$ cat src/rtl/disp_key_ctrl.sv
// disp_key_ctrl: debounced front-panel keys driving the 7-segment display mode and peak index
// Ports: clk; rstn (async, active-low); key_mode/key_next/key_prev raw buttons (0 = pressed);
//   detect_done, peak_cnt from the peak detector; disp_mode, disp_peak_idx to the display driver;
//   key_evt one-cycle diagnostic pulse per accepted key event.
// Optional macro KEY_AUTO_REPEAT_EN: auto-repeat on next/prev while held.
module disp_key_ctrl #(
  parameter int DEB_CYCLES          = 1_000_000,
  parameter int REPEAT_DELAY_CYCLES = 25_000_000,
  parameter int REPEAT_CYCLES       = 5_000_000
) (
  input  logic       clk,
  input  logic       rstn,
  input  logic       key_mode,
  input  logic       key_next,
  input  logic       key_prev,
  input  logic       detect_done,
  input  logic [3:0] peak_cnt,
  output logic [1:0] disp_mode,
  output logic [2:0] disp_peak_idx,
  output logic       key_evt
);
  localparam int CW = $clog2(DEB_CYCLES);
  typedef enum logic [1:0] {IDLE = 2'b00, TIME = 2'b01, COORD = 2'b10, VALUE = 2'b11} mode_e;
  // Key bit order everywhere: 0 = mode, 1 = next, 2 = prev.
  logic [2:0] s1_q, s2_q, s3_q, deb_q, deb_d, debr_q, ev_q, ev_d;
  logic [2:0][CW-1:0] cnt_q, cnt_d;
  mode_e mode_q, mode_d;
  logic [2:0] idx_q, idx_d, idx_nx, idx_pv;
  logic [3:0] n_c;
  // s3 is a retiming stage after the 2-FF synchroniser so acceptance lands at DEB_CYCLES+2.
  always_comb begin
    for (int k = 0; k < 3; k++) begin
      cnt_d[k] = (s3_q[k] == deb_q[k] || cnt_q[k] == CW'(DEB_CYCLES - 1)) ? '0 : cnt_q[k] + 1'b1;
      deb_d[k] = (s3_q[k] != deb_q[k] && cnt_q[k] == CW'(DEB_CYCLES - 1)) ? s3_q[k] : deb_q[k];
    end
  end
`ifdef KEY_AUTO_REPEAT_EN
  localparam int RW = $clog2(REPEAT_DELAY_CYCLES);
  logic [2:1][RW-1:0] rc_q, rc_d;
  logic [2:1] ph_q, ph_d, rpt;
  // ph selects the initial delay (0) or the steady repeat interval (1).
  always_comb begin
    for (int k = 1; k < 3; k++) begin
      rpt[k]  = !deb_q[k] && (ph_q[k] ? rc_q[k] == RW'(REPEAT_CYCLES - 1)
                                      : rc_q[k] == RW'(REPEAT_DELAY_CYCLES - 1));
      rc_d[k] = (deb_q[k] || rpt[k]) ? '0 : rc_q[k] + 1'b1;
      ph_d[k] = !deb_q[k] && (ph_q[k] || rpt[k]);
    end
  end
  always_ff @(posedge clk or negedge rstn)
    if (!rstn) begin
      rc_q <= '0;
      ph_q <= '0;
    end else begin
      rc_q <= rc_d;
      ph_q <= ph_d;
    end
  assign ev_d = (debr_q & ~deb_q) | {rpt, 1'b0};
`else
  assign ev_d = debr_q & ~deb_q;
`endif
  assign n_c = (peak_cnt > 4'd8) ? 4'd8 : peak_cnt;
  always_comb begin
    idx_nx = ({1'b0, idx_q} + 4'd1 == n_c) ? 3'd0 : idx_q + 3'd1;
    idx_pv = (idx_q == 3'd0) ? 3'(n_c - 4'd1) : idx_q - 3'd1;
    mode_d = !detect_done      ? IDLE :
             (mode_q == IDLE)  ? TIME :
             !ev_q[0]          ? mode_q :
             (mode_q == VALUE) ? TIME : mode_e'(mode_q + 2'd1);
    // Out-of-range index (peak_cnt shrank, or zero peaks) snaps to 0; next+prev together cancel.
    idx_d = (!detect_done || {1'b0, idx_q} >= n_c) ? 3'd0 :
            (mode_q[1] && ev_q[1] != ev_q[2])     ? (ev_q[1] ? idx_nx : idx_pv) : idx_q;
  end
  always_ff @(posedge clk or negedge rstn)
    if (!rstn) begin
      s1_q   <= '1;
      s2_q   <= '1;
      s3_q   <= '1;
      deb_q  <= '1;
      debr_q <= '1;
      cnt_q  <= '0;
      ev_q   <= '0;
      mode_q <= IDLE;
      idx_q  <= '0;
    end else begin
      s1_q   <= {key_prev, key_next, key_mode};
      s2_q   <= s1_q;
      s3_q   <= s2_q;
      deb_q  <= deb_d;
      debr_q <= deb_q;
      cnt_q  <= cnt_d;
      ev_q   <= ev_d;
      mode_q <= mode_d;
      idx_q  <= idx_d;
    end
  assign disp_mode     = mode_q;
  assign disp_peak_idx = idx_q;
  assign key_evt       = |ev_q;
endmodule

$ cat config.mk
export PLATFORM = sky130hd
export DESIGN_NAME = disp_key_ctrl
export DESIGN_NICKNAME = d
export VERILOG_FILES = /design/src/rtl/disp_key_ctrl.sv
export SDC_FILE = /design/constraint.sdc
export NUM_CORES = 1
export LEC_CHECK = 0
export CORE_MARGIN = 4
export CORE_UTILIZATION = 35
export CTS_BUF_LIST = sky130_fd_sc_hd__clkbuf_4
export DETAILED_ROUTE_END_ITERATION = 8
export PLACE_DENSITY = 0.61
export SETUP_SLACK_MARGIN = 0.15
export SLEW_MARGIN = 30
export SYNTH_ARGS = -nofsm -noshare
export SYNTH_HDL_FRONTEND = slang
export SYNTH_SLANG_ARGS = --single-unit
$ cat constraint.sdc
create_clock -name clk -period 2.5 [get_ports clk]
set_clock_uncertainty 0.1 [all_clocks]
set_input_delay 0.25 -clock clk [delete_from_list [all_inputs] [get_ports clk]]
set_output_delay 0.25 -clock clk [all_outputs]
set_load 0.01 [all_outputs]
==> qor.csv <==
metric,value,unit
wire_per_inst,12.66,um
syn_to_final_growth,11.55,%
grtUsageMet1,14.97,%
drtAntennaViolNets,0,
cp.arrival,2.43,ns
antenna_found_initial,0,
cts.clk_slew.worst_paths,0.12,ns
r2r_cells,9,
crit_end,disp_peak_idx[2],
cts_sinks,83,
worstPathRequired,2.70,ns
period_needed,2.234,ns
crit_fanout,5,
first_iter_violations,122,
synth_top_cell_area_share,41.34,%
htreeDepth,3,
start_kind,flop,
grt_setup_unrepaired,false,
hp-class,primary input to flop,
num_vias,2698,
numCtsBuffers,9,
fillCellCount,1108,
start_util,35.90,%
layout.nets,434,
hold_viol,0,
grt_pass1_vias,2744,
overflow,0,
relSlewSlack,67.95,%
dp_worst_setup_slack,0.1528,ns
clk_latency,0.42,ns
syn_area,4116,um^2
fin_crit_sh,89.38,%
power,2369,uW
die_x,116.5,um
hold_path_depth,1,
status,finished clean,
yosys.area.top_type,dfrtp_1,
crit_type,flop to flop,
first_pass_iters,4,
startpoint,disp_peak_idx[1],
vias_per_cell,4.809,
drv_slew,0,
rows,39,
ys_types,48,
ys_warn_count,0,
grt_pass1_wl,12430,um
grt_start_max_net_pins,48,
end_kind,flop,
layout-drive-gt1-share,15.31,%
r2r_slack,0.27,ns
cts_buffer_depth,2,
reg2reg_to,disp_peak_idx[2],
die-height,116.5,um
num_io_pins,16,
use_met2,17.77,%
grtUsageTotal,11.59,%
hpwl,4845,um
core_area,11470,um^2
fin_hold_ws,0.1295,ns
synth.avg_cell_area,10.69,um^2
r2r_start,disp_peak_idx[1],
worst_pin_slew,0.4808,ns
p_leak,0.001965,uW
synth.ff_latch_count,83,
synth-seq-area-share,50.91,%
setup_violations,0,
synthCells,385,
maxCapViolations,0,
use_met3,2.694,%
synth_ff_type,dfrtp_1,
drc,0,
wl,7102,um
clock.fmax,447.6,MHz
antenna_cells,0,
gp_congestion,0.7852,
grt-busiest-layer,met2,
p_per_area,515.8,nW/um^2
synth_area_leaders,"dfrtp_1 (41%), dfstp_2 (9.6%), xor2_1 (7.7%)",
synth_edf_count,0,
finalSetupTns,0,ns
setup_slack,0.2656,ns
port_buffers,15,
die-area,13560,um^2
cts-root-buf,clkbuf_4,
cts_tree,built,
synthArstFlopShare,100.0,%
peakVddDrop,0.0002137,V
synth_nets,406,
==> registers in the layout (all words and copies together) (netlist names) <==
name	flops
disp_peak_idx	3
disp_mode	2
s2_q	3
s3_q	3
ev_q	3
deb_q	3
cnt_q	60
s1_q	3
debr_q	3
==> what timing repair did <==
item,CTS,global route
endpoints found under the setup margin,1,2
buffers inserted,1,3
hold buffers,1,0
pin swaps,0,2
endpoints found under the hold margin,31,0
gates resized for setup,0,7
==> where the power goes <==
part	switching, uW	leakage [uW]	total [uW]	internal, uW
sequential	37.1	0.00110	1420	1380
clock	441	0.0000682	733	292
combinational	118	0.000802	216	97.8
==> through the flow <==
step                instances  instance area, um^2  utilization [%]
floorplan                 385                 4116                -
global placement          540                 4410            38.46
detailed placement        540                 4410            38.46
CTS                       558                 4554            39.72
global route              561                 4592            40.04
finish                    561                 4592            40.04
==> worst min path at each step <==
stage / from / endpoint / slack, ns
6_report: key_next / s1_q[1] / 0.13
5_1_grt: key_prev / s1_q[2] / 0.09
4_1_cts: key_prev / s1_q[2] / 0.09
3_5_place_dp: rstn / cnt_q[54] / 0.15
3_3_place_gp: rstn / cnt_q[54] / 0.15
2_1_floorplan: rstn / cnt_q[0] / -0.15
==> cells in the mapped netlist (all sizes together), types with 3 or more instances <==
library cell   n
dfstp         15
or3            4
ha            11
and4           3
nor2b          8
and3           9
xnor2         23
or2            4
inv            9
nand3         27
buf            6
o21ai          7
dfrtp         68
nand2         22
nor2          70
a21oi          5
nand4         13
mux2           4
nor3          12
nor4bb         3
nor4           8
nand2b         3
xor2          36
==> worst max-delay path, cell delays in order (launching register included) <==
cell	delay [ns]
dfrtp_2	0.46
inv_2	0.07
ha_2	0.17
and2b_1	0.17
mux2_2	0.35
ha_2	0.20
nor2b_1	0.15
and3b_1	0.18
o21bai_1	0.17
a31oi_1	0.12
==> area by class of cell <==
type	count	area [um^2]	area share (%)
tap	143	178.9	3.896
timing repair buffer	23	222.7	4.850
multi-input combinational	287	1933	42.10
clock buffer	9	67.56	1.471
inverter	9	33.78	0.7357
sequential	83	2097	45.67
clock inverter	7	58.81	1.281
==> kinds of logic after synthesis <==
family	synth area share (%)
adder cells (fa/ha/maj)	3.343
XOR/XNOR	12.55
AND/OR/NAND/NOR	26.23
AO/OA/AOI/OAI	3.404
multiplexers	1.094
flip-flops	50.91
buffers and inverters	2.462
==> layout by cell type (no fill, tap or decap), types with 7 or more instances in the layout <==
cell / Yosys / layout
dfstp_2: 15 / 15
ha_1: 11 / 9
nor2_1: 69 / 69
nand3_1: 26 / 26
buf_4: 2 / 7
dfrtp_1: 68 / 67
clkbuf_4: 0 / 9
inv_1: 9 / 7
xor2_1: 36 / 36
clkdlybuf4s50_1: 0 / 14
nand4_1: 11 / 11
nor2b_1: 8 / 8
and3_1: 8 / 8
xnor2_1: 23 / 23
nand2_1: 22 / 22
==> per-layer routing <==
layer  routed length (um)  up-vias
met5                    0        -
met2                 3178       29
met3                  242       13
li1                     -     1368
met4                  135        0
met1                 3547     1288
Power figures use the tool's default switching activity.
